File: src/rtl/spi_main_ctrl_if.sv
// SPI bus between one main controller and its addressable nodes.
// The main drives clock, data-out, node index and enable; the selected node returns miso.
interface spi_main_ctrl_if #(
    parameter int SEL_W = 2
);
    logic             sclk;
    logic             mosi;
    logic             miso;
    logic             en;
    logic [SEL_W-1:0] sel;

    modport master (
        output sclk,
        output mosi,
        output sel,
        output en,
        input  miso
    );

    modport slave (
        input  sclk,
        input  mosi,
        input  sel,
        input  en,
        output miso
    );
endinterface

File: src/rtl/spi_main_ctrl.sv
// SPI mode-0 main transfer engine: one full-duplex MSB-first word per accepted
// request, framed by a setup (LEAD) and hold (TRAIL) interval of CLK_DIV cycles each.
module spi_main_ctrl #(
    parameter  int NUM_NODES  = 4,
    parameter  int DATA_WIDTH = 8,
    parameter  int CLK_DIV    = 4,
    localparam int SEL_W      = (NUM_NODES > 1) ? $clog2(NUM_NODES) : 1
) (
    input  logic                  clk,
    input  logic                  rst,
    input  logic                  start,
    input  logic [SEL_W-1:0]      node_sel,
    input  logic [DATA_WIDTH-1:0] tx_data,
    output logic                  busy,
    output logic                  done,
    output logic                  err,
    output logic [DATA_WIDTH-1:0] rx_data,
    spi_main_ctrl_if.master       spi
);
    localparam int DIV_W = (CLK_DIV > 1) ? $clog2(CLK_DIV) : 1;
    localparam int BIT_W = $clog2(DATA_WIDTH + 1);
    localparam logic [DIV_W-1:0] DIV_LAST = DIV_W'(CLK_DIV - 1);
    localparam logic [BIT_W-1:0] BIT_LAST = BIT_W'(DATA_WIDTH - 1);

    localparam logic [1:0] S_IDLE  = 2'd0;
    localparam logic [1:0] S_LEAD  = 2'd1;
    localparam logic [1:0] S_XFER  = 2'd2;
    localparam logic [1:0] S_TRAIL = 2'd3;

    logic [1:0]            state_reg;
    logic [DIV_W-1:0]      div_cnt_reg;
    logic [BIT_W-1:0]      bit_cnt_reg;
    logic [DATA_WIDTH-1:0] tx_sh_reg;
    logic [DATA_WIDTH-1:0] rx_sh_reg;
    logic [DATA_WIDTH-1:0] rx_data_reg;
    logic [SEL_W-1:0]      sel_reg;
    logic                  busy_reg;
    logic                  done_reg;
    logic                  err_reg;
    logic                  sclk_reg;
    logic                  en_reg;
    logic                  node_ok;
    logic                  div_last;

    // When NUM_NODES fills the select field every index is addressable.
    generate
        if (NUM_NODES == (1 << SEL_W)) begin : g_all_valid
            assign node_ok = 1'b1;
        end else begin : g_range_check
            assign node_ok = (node_sel < SEL_W'(NUM_NODES));
        end
    endgenerate

    assign div_last = (div_cnt_reg == DIV_LAST);

    always_ff @(posedge clk or negedge rst) begin
        if (!rst) begin
            state_reg   <= S_IDLE;
            div_cnt_reg <= '0;
            bit_cnt_reg <= '0;
            tx_sh_reg   <= '0;
            rx_sh_reg   <= '0;
            rx_data_reg <= '0;
            sel_reg     <= '0;
            busy_reg    <= 1'b0;
            done_reg    <= 1'b0;
            err_reg     <= 1'b0;
            sclk_reg    <= 1'b0;
            en_reg      <= 1'b0;
        end else begin
            done_reg <= 1'b0;
            err_reg  <= 1'b0;
            case (state_reg)
                S_IDLE: begin
                    sclk_reg <= 1'b0;
                    en_reg   <= 1'b0;
                    if (start) begin
                        if (node_ok) begin
                            tx_sh_reg   <= tx_data;
                            sel_reg     <= node_sel;
                            en_reg      <= 1'b1;
                            busy_reg    <= 1'b1;
                            div_cnt_reg <= '0;
                            bit_cnt_reg <= '0;
                            state_reg   <= S_LEAD;
                        end else begin
                            err_reg <= 1'b1;
                        end
                    end
                end
                S_LEAD: begin
                    if (div_last) begin
                        div_cnt_reg <= '0;
                        state_reg   <= S_XFER;
                    end else begin
                        div_cnt_reg <= div_cnt_reg + 1'b1;
                    end
                end
                S_XFER: begin
                    if (div_last) begin
                        div_cnt_reg <= '0;
                        sclk_reg    <= ~sclk_reg;
                        if (!sclk_reg) begin
                            rx_sh_reg <= {rx_sh_reg[DATA_WIDTH-2:0], spi.miso};
                        end else begin
                            bit_cnt_reg <= bit_cnt_reg + 1'b1;
                            // The last bit stays on mosi through TRAIL and IDLE.
                            if (bit_cnt_reg == BIT_LAST) begin
                                state_reg <= S_TRAIL;
                            end else begin
                                tx_sh_reg <= {tx_sh_reg[DATA_WIDTH-2:0], 1'b0};
                            end
                        end
                    end else begin
                        div_cnt_reg <= div_cnt_reg + 1'b1;
                    end
                end
                S_TRAIL: begin
                    if (div_last) begin
                        div_cnt_reg <= '0;
                        en_reg      <= 1'b0;
                        busy_reg    <= 1'b0;
                        done_reg    <= 1'b1;
                        rx_data_reg <= rx_sh_reg;
                        state_reg   <= S_IDLE;
                    end else begin
                        div_cnt_reg <= div_cnt_reg + 1'b1;
                    end
                end
                default: state_reg <= S_IDLE;
            endcase
        end
    end

    assign busy     = busy_reg;
    assign done     = done_reg;
    assign err      = err_reg;
    assign rx_data  = rx_data_reg;
    assign spi.sclk = sclk_reg;
    assign spi.mosi = tx_sh_reg[DATA_WIDTH-1];
    assign spi.sel  = sel_reg;
    assign spi.en   = en_reg;
endmodule

File: src/flat_wrapper.sv
// flat-port wrapper written by rule: the top's interface ports become plain ports
module spi_main_ctrl_flat 
#(
    parameter  int NUM_NODES  = 4,
    parameter  int DATA_WIDTH = 8,
    parameter  int CLK_DIV    = 4,
    localparam int SEL_W      = (NUM_NODES > 1) ? $clog2(NUM_NODES) : 1
)
  (clk, rst, start, node_sel, tx_data, busy, done, err, rx_data, spi_sclk, spi_mosi, spi_sel, spi_en, spi_miso);
  spi_main_ctrl_if #(.SEL_W(2)) spi_i ();
  input  logic clk;
  input  logic rst;
  input  logic start;
  input  logic [SEL_W-1:0] node_sel;
  input  logic [DATA_WIDTH-1:0] tx_data;
  output logic busy;
  output logic done;
  output logic err;
  output logic [DATA_WIDTH-1:0] rx_data;
  output wire logic [$bits(spi_i.sclk)-1:0] spi_sclk;
  output wire logic [$bits(spi_i.mosi)-1:0] spi_mosi;
  output wire logic [$bits(spi_i.sel)-1:0] spi_sel;
  output wire logic [$bits(spi_i.en)-1:0] spi_en;
  input wire logic [$bits(spi_i.miso)-1:0] spi_miso;
  assign spi_sclk = spi_i.sclk;
  assign spi_mosi = spi_i.mosi;
  assign spi_sel = spi_i.sel;
  assign spi_en = spi_i.en;
  assign spi_i.miso = spi_miso;
  spi_main_ctrl #(.NUM_NODES(NUM_NODES), .DATA_WIDTH(DATA_WIDTH), .CLK_DIV(CLK_DIV)) u_core (.clk(clk), .rst(rst), .start(start), .node_sel(node_sel), .tx_data(tx_data), .busy(busy), .done(done), .err(err), .rx_data(rx_data), .spi(spi_i));
endmodule
File: config.mk
export PLATFORM = sky130hd
export DESIGN_NAME = spi_main_ctrl_flat
export DESIGN_NICKNAME = d
export VERILOG_FILES = /design/src/rtl/spi_main_ctrl_if.sv /design/src/rtl/spi_main_ctrl.sv /design/src/flat_wrapper.sv
export SDC_FILE = /design/constraint.sdc
export NUM_CORES = 1
export LEC_CHECK = 0
export CAP_MARGIN = 20
export CORE_ASPECT_RATIO = 1.25
export CORE_MARGIN = 8
export CORE_UTILIZATION = 46
export DETAILED_ROUTE_END_ITERATION = 7
export PLACE_DENSITY = 0.82
export SLEW_MARGIN = 20
export SYNTH_ARGS = -nofsm -noshare
export SYNTH_HDL_FRONTEND = slang
export SYNTH_SLANG_ARGS = --single-unit
export TNS_END_PERCENT = 50
File: constraint.sdc
create_clock -name clk -period 2.91 [get_ports clk]
set_input_delay 0.291 -clock clk [delete_from_list [all_inputs] [get_ports clk]]
set_output_delay 0.291 -clock clk [all_outputs]
set_load 0.02 [all_outputs]
==> metrics.md <==
| Metric | Value |
|---|---|
| Hold_buf cts | 0 |
| CP Depth | 6 |
| Final setup TNS | 0 ns |
| Area growth syn-to-layout | 24.89% |
| CP endpoint kind | register |
| Worst Tran Pin Value | 0.5652 ns |
| Die Y | 84.35 µm |
| Synth Area in Adders | 5.095% |
| Syn Inst Count | 152 |
| NumNets Final | 204 |
| Initial DRC count | 40 |
| # clock sinks | 38 |
| Post-synthesis xor/xnor area fraction | 0.5095% |
| Post-place setup slack | 0.6749 ns |
| Hold_ws | 0.4145 ns |
| Insertion delay to the later sink of the worst-skew pair | 0.30 ns |
| Yosys cell types | 33 |
| GP Congestion | 0.7628 |
| CP arrival | 2.50 ns |
| WL final | 3.745 mm |
| Final Slew Violations | 0 |
| Power Dens Cells | 998.9 nW/µm² |
| First-pass GRT wire length | 6.196 mm |
| CTS Buf Count | 5 |
| Router iterations before antenna repair | 5 |
| Initial antenna violation count | 0 |
| Max-Cap Viols | 0 |
| Pwr Total | 0.002145 W |
| Die width | 70.68 µm |
| Sequential-to-total area share from yosys stat | 55.31% |
| Vias per inst | 5.799 |
| Top delay family on crit path | simple AND/OR/NAND/NOR gates |
| Worst setup slack after layout | 0.6414 ns |
| Post-CTS sizing | 0 |
| Clock skew | 0.007413 ns |
| CP bufs+invs | 1 |
| Mapped Nets | 173 |
| Pleak | 0.9745 nW |
| DR vias | 1299 |
| # IOs | 30 |
| CP Class | register to register |
| Final Hold Viols | 0 |
| CP startpoint | u_core.state_reg[0] |
| # DRC | 0 |
| Site Rows | 25 |
| Placeable core area | 3691 µm² |
| CTS max path bufs | 2 |
| Placed Cells incl. Taps | 216 |
| CTS tree | yes |
| PortBufs | 28 |
| DP HPWL | 2.680 mm |
| Yosys reg bits | 38 |
| CP max FO | 12 |
| Clock transition at path regs | 0.07 ns |
| Finished Layout Cells | 224 |
| CP Data Required Time | 3.15 ns |
| Mean Syn Cell Area | 11.31 µm² |
| DRT antenna net count | 0 |
| Initial core utilization | 46.58% |
| Synth top area cells | dfrtp_1, mux2_2, nor3_1 |
| Clock Tree Root | clkbuf_8 |
| Outcome | complete, no violations |
| CP peak stage delay | 0.57 ns |
| Synth Area in Compound Gates | 7.787% |
| Cell taking the most area after synthesis | dfrtp_1 |
| Largest family of logic cells by synthesized area | simple AND/OR/NAND/NOR gates |
| Number of synthesized flops with an enable pin | 0 |
| Max frequency | 440.8 MHz |
| Worst Hold Class | input port to async pin |
| # Post-CTS Setup Buffers | 0 |
| Yosys warning total | 0 |
| RSZ-0062 raised after global routing | no |
| Min Tclk post-route | 2.269 ns |
| Global-route congestion overflow total | 0 |
| Vias in the first global route | 1314 |
| Main synth FF type | dfrtp_1 |
| Synth top area share | 55.31% |
| Largest net degree at the start of global routing | 39 |
| Mux contribution to synthesized area | 13.03% |
| Crit start category | register |
| Finish-stage setup viols | 0 |
| Worst vdd ir | 0.0005803 V |
| Slew HR | 62.06% |
| CTS H-Tree Depth | 2 |
| Post-Syn Area | 1719 µm² |
| Fillers | 286 |
| Share of cells above drive strength 1 | 16.85% |
| GRT Total Usage | 12.94% |
| Die Area | 5962 µm² |
| Path depth of the worst reg2reg path | 6 |
| # diodes | 0 |
| Worst R2R Start | u_core.state_reg[0] |
| Slowest-stage cell, CP | or4b_1 |
| Share of synthesized registers carrying an async set or reset | 100.0% |
| DR WL/cell | 16.72 µm |
| Tcrit/Tclk final | 77.96% |
| Post-synthesis simple-gate area fraction | 14.92% |
| Worst path cell trace | inv_1, ha_1, a21boi_2, or3_1, or4b_1, nand3_1 |
==> worst register-to-register path: stages, from the launching register on <==
cell	delay, ns
dfrtp_1	0.41
inv_1	0.10
ha_1	0.28
a21boi_2	0.19
or3_1	0.56
or4b_1	0.57
nand3_1	0.10
==> path summary, 6_finish.rpt <==
kind / to / slack [ns]
max: u_core.bit_cnt_reg[3] / 0.64
min: u_core.tx_sh_reg[1] / 0.41
max reg2reg: u_core.bit_cnt_reg[3] / 0.64
min reg2reg: u_core.rx_sh_reg[7] / 0.51
max in group asynchronous: u_core.rx_data[7] / 2.16
min in group clk: u_core.rx_sh_reg[7] / 0.51
==> area by class of cell <==
class,count,area (µm²),share of cell area [%]
Inverter,5,18.77,0.8741
Clock buffer,8,110.1,5.128
Tap cell,40,50.05,2.331
Sequential cell,38,950.9,44.29
Multi-Input combinational cell,102,714.4,33.28
Timing Repair Buffer,31,302.8,14.10
==> Yosys cell counts (all sizes together) (2+ instances only) <==
cell and instances:
nand2 12, inv 5, dfrtp 38, nor2 3
nor2b 2, a21oi 9, a21boi 2, clkbuf 3
nand3 5, ha 7, mux2 19, buf 4
o21ai 6, nor3 22
==> per-stage QoR <==
step           util, %  cell area [µm²]
2_1_floorplan        -             1719
3_3_place_gp     55.19             2037
3_5_place_dp     55.19             2037
4_1_cts          58.17             2147
5_1_grt          58.17             2147
6_report         58.17             2147
==> layout by cell type (no fill, tap or decap), types with 2 or more instances in the layout <==
| cell type | synthesis | routed |
|---|---|---|
| buf_4 | 2 | 3 |
| nand3_1 | 5 | 5 |
| inv_1 | 5 | 5 |
| clkdlybuf4s50_1 | 0 | 28 |
| nor2_1 | 3 | 3 |
| nor3_1 | 22 | 22 |
| o21ai_0 | 5 | 5 |
| mux2_2 | 19 | 19 |
| a21oi_1 | 9 | 9 |
| nand2_1 | 12 | 12 |
| nor2b_1 | 2 | 2 |
| ha_1 | 7 | 7 |
| dfrtp_1 | 38 | 38 |
| clkbuf_8 | 0 | 8 |
==> routing by layer <==
| layer | share of wire, % | wire length [µm] | global-route usage [%] |
|---|---|---|---|
| met1 | 34 | 1289 | 12.14 |
| met2 | 57 | 2139 | 23.92 |
| met3 | 6.8 | 254 | 5.364 |
| met4 | 1.6 | 61 | 5.123 |
| met5 | 0 | 0 | 0 |
==> logic make-up after synthesis <==
kind of cell | Yosys count
buffers and inverters | 12
flip-flops | 38
AND/OR/NAND/NOR | 51
adder cells (fa/ha/maj) | 7
AO/OA/AOI/OAI | 22
XOR/XNOR | 1
other | 1
multiplexers | 20
==> where the power goes <==
| part | switching, W | internal [W] | leakage (nW) | total [W] |
|---|---|---|---|---|
| clock | 0.000180 | 0.000239 | 0.0575 | 0.000419 |
| combinational | 0.000498 | 0.000401 | 0.441 | 0.000899 |
| sequential | 0.000129 | 0.000698 | 0.476 | 0.000827 |
Note: power is estimated with default switching activity, not from simulation.
